`config.mk`:
```
export PLATFORM = sky130hd
export DESIGN_NAME = bcd_time_decoder
export DESIGN_NICKNAME = d
export VERILOG_FILES = /design/src/rtl/bcd_time_decoder.sv
export SDC_FILE = /design/constraint.sdc
export NUM_CORES = 1
export LEC_CHECK = 0
export ABC_CLOCK_PERIOD_IN_PS = 2450
export CAP_MARGIN = 20
export CELL_PAD_IN_SITES_DETAIL_PLACEMENT = 0
export CELL_PAD_IN_SITES_GLOBAL_PLACEMENT = 2
export CORE_MARGIN = 2
export CORE_UTILIZATION = 38
export CTS_CLUSTER_DIAMETER = 100
export DETAILED_ROUTE_END_ITERATION = 12
export GPL_ROUTABILITY_DRIVEN = 1
export GPL_TIMING_DRIVEN = 0
export PLACE_DENSITY = 0.83
export SLEW_MARGIN = 20
export SYNTH_ARGS = -nofsm -noshare
export SYNTH_HDL_FRONTEND = slang
export SYNTH_SLANG_ARGS = --single-unit
```
`constraint.sdc`:
```
create_clock -name clk -period 2.45 [get_ports clk]
set_input_delay 0.49 -clock clk [delete_from_list [all_inputs] [get_ports clk]]
set_output_delay 0.49 -clock clk [all_outputs]
set_load 0.05 [all_outputs]
```
`src/rtl/bcd_time_decoder.sv`:
```
// -----------------------------------------------------------------------------
// bcd_time_decoder
//
// Sequential binary-to-BCD converter for time-display fields, such as
// minutes:seconds. It converts every field in parallel using shift-add-3
// (double-dabble) and processes one input bit per clock.
//
// Optional feature:
//   BCD_LEAD_ZERO_BLANK_EN - when defined, each leading zero digit above the
//   highest nonzero digit of a field is output as 4'hF. The display driver
//   decodes 4'hF as a dark digit. Digit 0 is never blanked, and saturated
//   fields always show all 9s.
//
// Ports:
//   clk        - system clock
//   nrst       - asynchronous active-low reset
//   start      - conversion request, sampled only while the FSM is idle
//   value_in   - packed binary fields, field f = value_in[f*FIELD_W +: FIELD_W]
//   busy       - high while a conversion is in progress
//   done       - one-cycle pulse when digits_out/overflow update
//   digits_out - BCD digit d of field f at [(f*DIGITS+d)*4 +: 4], d=0 is ones
//   overflow   - bit f set if field f exceeded 10^DIGITS-1 on last conversion
// -----------------------------------------------------------------------------
module bcd_time_decoder #(
  parameter int NUM_FIELDS = 2,
  parameter int FIELD_W    = 6,
  parameter int DIGITS     = 2
) (
  input  logic                           clk,
  input  logic                           nrst,
  input  logic                           start,
  input  logic [NUM_FIELDS*FIELD_W-1:0]  value_in,
  output logic                           busy,
  output logic                           done,
  output logic [NUM_FIELDS*DIGITS*4-1:0] digits_out,
  output logic [NUM_FIELDS-1:0]          overflow
);

  // The scratch area carries one spare nibble above the visible digits, so
  // large inputs never wrap into the visible digits unnoticed.
  localparam int BCDW = (DIGITS + 1) * 4;
  localparam int OUTW = DIGITS * 4;
  localparam int CW   = $clog2(FIELD_W + 1);

  function automatic int unsigned pow10(input int n);
    int unsigned r;
    r = 32'd1;
    for (int i = 0; i < n; i++) begin
      r = r * 32'd10;
    end
    return r;
  endfunction

  localparam int unsigned MAX_V = pow10(DIGITS) - 32'd1;

  // Each step adds 3 to every nibble >= 5, then shifts left and brings in
  // the next input bit. Input bits are taken MSB first.
  function automatic logic [BCDW-1:0] dabble_step(input logic [BCDW-1:0] bcd,
                                                  input logic            in_bit);
    logic [BCDW-1:0] adj;
    for (int n = 0; n < DIGITS + 1; n++) begin
      if (bcd[n*4 +: 4] >= 4'd5) begin
        adj[n*4 +: 4] = bcd[n*4 +: 4] + 4'd3;
      end else begin
        adj[n*4 +: 4] = bcd[n*4 +: 4];
      end
    end
    return (adj << 1) | {{(BCDW-1){1'b0}}, in_bit};
  endfunction

  // Formats the digits for one field. A saturated field shows all 9s.
  // Optional leading-zero blanking is also applied here.
  function automatic logic [OUTW-1:0] format_digits(input logic [OUTW-1:0] bcd,
                                                    input logic            sat);
    logic [OUTW-1:0] res;
`ifdef BCD_LEAD_ZERO_BLANK_EN
    logic lead;
`endif
    if (sat) begin
      res = {DIGITS{4'd9}};
    end else begin
      res = bcd;
`ifdef BCD_LEAD_ZERO_BLANK_EN
      lead = 1'b1;
      for (int n = DIGITS - 1; n >= 1; n--) begin
        if (lead && (bcd[n*4 +: 4] == 4'd0)) begin
          res[n*4 +: 4] = 4'hF;
        end else begin
          lead = 1'b0;
        end
      end
`endif
    end
    return res;
  endfunction

  typedef enum logic [0:0] {
    ST_IDLE = 1'b0,
    ST_CONV = 1'b1
  } state_t;

  state_t                         state_r;
  state_t                         state_nx_s;
  logic                           accept_s;
  logic                           last_s;
  logic [CW-1:0]                  cnt_r;
  logic [FIELD_W-1:0]             sh_r       [NUM_FIELDS];
  logic [BCDW-1:0]                bcd_r      [NUM_FIELDS];
  logic [FIELD_W-1:0]             field_s    [NUM_FIELDS];
  logic [FIELD_W-1:0]             sh_step_s  [NUM_FIELDS];
  logic [BCDW-1:0]                bcd_step_s [NUM_FIELDS];
  logic [NUM_FIELDS-1:0]          sat_s;
  logic [NUM_FIELDS-1:0]          sat_r;
  logic                           fin_r;
  logic                           busy_r;
  logic                           done_r;
  logic [NUM_FIELDS*OUTW-1:0]     digits_nx_s;
  logic [NUM_FIELDS*OUTW-1:0]     digits_r;
  logic [NUM_FIELDS-1:0]          overflow_r;

  // Next-state logic: accept start while idle, and stop after the last shift.
  always_comb begin
    state_nx_s = state_r;
    accept_s   = 1'b0;
    last_s     = 1'b0;
    case (state_r)
      ST_IDLE: begin
        if (start) begin
          state_nx_s = ST_CONV;
          accept_s   = 1'b1;
        end else begin
          state_nx_s = ST_IDLE;
        end
      end
      ST_CONV: begin
        if (cnt_r == CW'(FIELD_W - 1)) begin
          state_nx_s = ST_IDLE;
          last_s     = 1'b1;
        end else begin
          state_nx_s = ST_CONV;
        end
      end
      default: begin
        state_nx_s = ST_IDLE;
      end
    endcase
  end

  // Per-field datapath: field slicing, saturation check, dabble step and
  // output formatting.
  always_comb begin
    sat_s       = '0;
    digits_nx_s = '0;
    for (int f = 0; f < NUM_FIELDS; f++) begin
      field_s[f]    = value_in[f*FIELD_W +: FIELD_W];
      sat_s[f]      = (32'(field_s[f]) > MAX_V);
      bcd_step_s[f] = dabble_step(bcd_r[f], sh_r[f][FIELD_W-1]);
      sh_step_s[f]  = sh_r[f] << 1;
      digits_nx_s[f*OUTW +: OUTW] = format_digits(bcd_r[f][OUTW-1:0], sat_r[f]);
    end
  end

  // State register.
  always_ff @(posedge clk or negedge nrst) begin
    if (!nrst) begin
      state_r <= ST_IDLE;
    end else begin
      state_r <= state_nx_s;
    end
  end

  // Conversion scratch: capture on start, then shift once per CONV cycle.
  always_ff @(posedge clk or negedge nrst) begin
    if (!nrst) begin
      for (int f = 0; f < NUM_FIELDS; f++) begin
        sh_r[f]  <= '0;
        bcd_r[f] <= '0;
      end
      cnt_r <= '0;
      sat_r <= '0;
    end else if (accept_s) begin
      for (int f = 0; f < NUM_FIELDS; f++) begin
        sh_r[f]  <= field_s[f];
        bcd_r[f] <= '0;
      end
      cnt_r <= '0;
      sat_r <= sat_s;
    end else if (state_r == ST_CONV) begin
      for (int f = 0; f < NUM_FIELDS; f++) begin
        sh_r[f]  <= sh_step_s[f];
        bcd_r[f] <= bcd_step_s[f];
      end
      cnt_r <= cnt_r + CW'(1);
    end
  end

  // Handshake and output registers. The outputs load one edge after the last
  // shift. busy covers that extra cycle, unless a new start is accepted on the
  // same edge.
  always_ff @(posedge clk or negedge nrst) begin
    if (!nrst) begin
      fin_r      <= 1'b0;
      busy_r     <= 1'b0;
      done_r     <= 1'b0;
      digits_r   <= '0;
      overflow_r <= '0;
    end else begin
      fin_r  <= last_s;
      busy_r <= accept_s | (state_r == ST_CONV);
      if (fin_r) begin
        done_r     <= 1'b1;
        digits_r   <= digits_nx_s;
        overflow_r <= sat_r;
      end else begin
        done_r <= 1'b0;
      end
    end
  end

  assign busy       = busy_r;
  assign done       = done_r;
  assign digits_out = digits_r;
  assign overflow   = overflow_r;

endmodule

```
==> reports/qor.csv <==
metric,value,unit
Yosys reg bits,51,
Max clock buf depth,2,
xor/xnor share of the synthesized area,0.3571,%
most frequent cells in the layout,"51 x dfrtp_1, 30 x clkdlybuf4s50_1, 25 x nand2_1, 23 x o21ai_0, 16 x mux2_2",
Die Footprint,7112,um2
Design Power,4.009,mW
"Seq/Total Area, Yosys",52.04,%
overflow left after global routing,0,
Syn Area/Cell,10.85,um2
setup slack at placement,828.0,ps
CTS tree,yes,
post-layout util,47.16,%
first-pass GRT wire length,8.445,mm
PortBufs,31,
Reg2Reg Depth,5,
P per Cell Area,1354,nW/um2
drt pass-1 iters,4,
ant diodes,0,
R2R Setup Slk,890,ps
WP buf/inv,1,
Worst-Skew Late Latency,300,ps
Register Area,1276,um2
DIE HEIGHT,84.34,um
Critical R2R Launch,bcd_r[4],
Die Width,84.34,um
Final #Nets,290,
Tmin final,1952,ps
RSZ-0062 raised after global routing,false,
Area growth syn-to-layout,20.71,%
largest family of logic cells by synthesized area,compound AO/OA/AOI/OAI gates,
H-tree depth,2,
Max Freq,512.2,MHz
Crit path depth,1,
WL per Instance,14.50,um
WL final,4.973,mm
multiplexer share of the synthesized area,12.24,%
hold crit path type,primary input to asynchronous set/reset pin,
final hold slack,197.3,ps
CP max stage delay,800,ps
clk root buf,clkbuf_8,
hold buffers post-CTS,0,
DRT iter0 DRCs,98,
post_cts resized,0,
initial antenna violation count,0,
Vias,1763,
Peak supply drop,0.6794,mV
Fill cells,601,
Synth warnings,0,
Crit path max-delay family,buffers and inverters,
Final Cycle Share,79.69,%
clk_skew,7.461,ps
Residual DRC,0,
post-route ant nets,0,
Adder-Cell Fraction of Synth Area,5.102,%
critical-path maximum fanout,2,
simple-gate share of the synthesized area,11.02,%
Top Layer Used,met4,
row count,29,
Syn Inst Count,226,
Slew HR,56.97,%
Met1 Wirelength,2.493,mm
layout cells sized above 1,14.29,%
total CTS buffers,5,
Final Max Tran Viols,0,
GP Congestion,0.7608,
area of the core,6277,um2
Worst EP required,1960,ps
setup repair bufs after CTS,0,
"Reg clk slew, reported paths",90,ps
GRT Resource Usage Total,14.89,%
post-synthesis compound-gate area fraction,13.32,%
Routed met3 length,140,um
status,completed,
final setup fails,0,
vias in the first global route,1684,
largest net degree at the start of global routing,52,
Critical Path AT,1460,ps
I/O pin cnt,35,
critical path type,flip-flop to primary output,
post-DR vias/cell,5.140,
clock sink total,51,
Netlist cell types,37,
LEAKAGE,1.315,nW
final instance area,2960,um2
multi-input combinational cell area,1039,um2
Placed Area,2860,um2
"Hold Violations, Final",0,
final worst setup slack,497.6,ps
initial core utilization,39.07,%
CP max-delay cell,clkdlybuf4s50_1,
CP startpoint kind,flip-flop,
Max-Cap Viols,0,
"critical path, cell by cell",clkdlybuf4s50_1,
WL met2,2.298,mm
synthesized cell area,2452,um2
"leading cell type in the layout, fill and taps excluded",dfrtp_1,
crit end category,primary output,
Reg-to-Reg End,bcd_r[6],
worst slew pin tran,645.4,ps
HPWL after detailed placement,3.379,mm
per-layer routing:
layer / global-route usage [%] / vias to the layer above
li1: - / 870
met1: 20.83 / 860
met2: 23.45 / 31
met3: 3.245 / 2
met4: 4.329 / 0
met5: 0 / -
worst max path at each step:
| stage | end | slack, ps | from |
|---|---|---|---|
| after global placement | bcd_r[6] | -720 | nrst |
| after global routing | digits_out[0] | 440 | digits_out[0] |
| after CTS | digits_out[15] | 480 | digits_out[15] |
| after floorplan | bcd_r[16] | 1040 | bcd_r[12] |
| after detailed placement | digits_out[1] | 830 | digits_out[1] |
| final | digits_out[15] | 500 | digits_out[15] |
cell usage after synthesis:
master / count / area, um2
o311ai_0: 1 / 8.760
inv_1: 11 / 41.29
a31oi_1: 1 / 6.260
mux2_2: 16 / 180.2
inv_2: 1 / 3.750
buf_4: 4 / 30.03
o32a_1: 2 / 20.02
nand3_1: 8 / 40.04
nand2b_1: 4 / 25.02
o211ai_1: 1 / 7.510
or4_1: 1 / 7.510
nand2_1: 25 / 93.84
nor2b_1: 2 / 12.51
a211oi_1: 2 / 15.01
nor2_2: 1 / 6.260
ha_1: 10 / 125.1
a32oi_1: 1 / 8.760
nor4_1: 1 / 6.260
nor3b_1: 5 / 37.54
nor3_1: 1 / 5.000
mux2i_1: 12 / 120.1
xnor2_1: 1 / 8.760
nor2_1: 3 / 11.26
and3_1: 1 / 6.260
o21ai_0: 23 / 115.1
clkbuf_1: 7 / 26.28
nand4_1: 3 / 18.77
a2111oi_0: 2 / 17.52
buf_2: 8 / 40.04
a311o_1: 1 / 10.01
a2111o_1: 4 / 45.04
a311oi_1: 2 / 17.52
dfrtp_1: 51 / 1276
o31ai_1: 2 / 15.01
conb_1: 1 / 3.750
a21o_1: 2 / 15.01
a21oi_1: 5 / 25.02
final cells by class:
class	instances	area share, %
Buffer	19	3.254
Clock buffer	8	3.381
Inverter	12	1.522
Multi-Input combinational cell	145	35.08
Sequential cell	51	43.11
Tap cell	77	3.254
Timing Repair Buffer	31	10.40
where the power goes:
part | switching [mW] | internal [mW] | leakage [nW]
Combinational | 1.25 | 0.816 | 0.620
Sequential | 0.209 | 1.20 | 0.643
Clock | 0.272 | 0.258 | 0.0515
flip-flops by register name, summed over array words and instances (netlist names):
name	flops
bcd_r	16
busy	1
cnt_r	3
digits_out	16
done	1
fin_r	1
sh_r	12
state_r	1
through the flow:
stage | std cells | setup TNS, ps
2_1_floorplan | 227 | 0
3_3_place_gp | 335 | -36380
6_report | 343 | 0
3_5_place_dp | 335 | 0
4_1_cts | 343 | 0
5_1_grt | 343 | 0
kinds of logic after synthesis:
kind of cell    Yosys count
compound gates           49
buf+inv                  31
fa+ha+maj                10
flops                    51
xor+xnor                  1
simple gates             55
mux                      28
other cells               1
No activity file was read; power rests on OpenSTA's default activity.
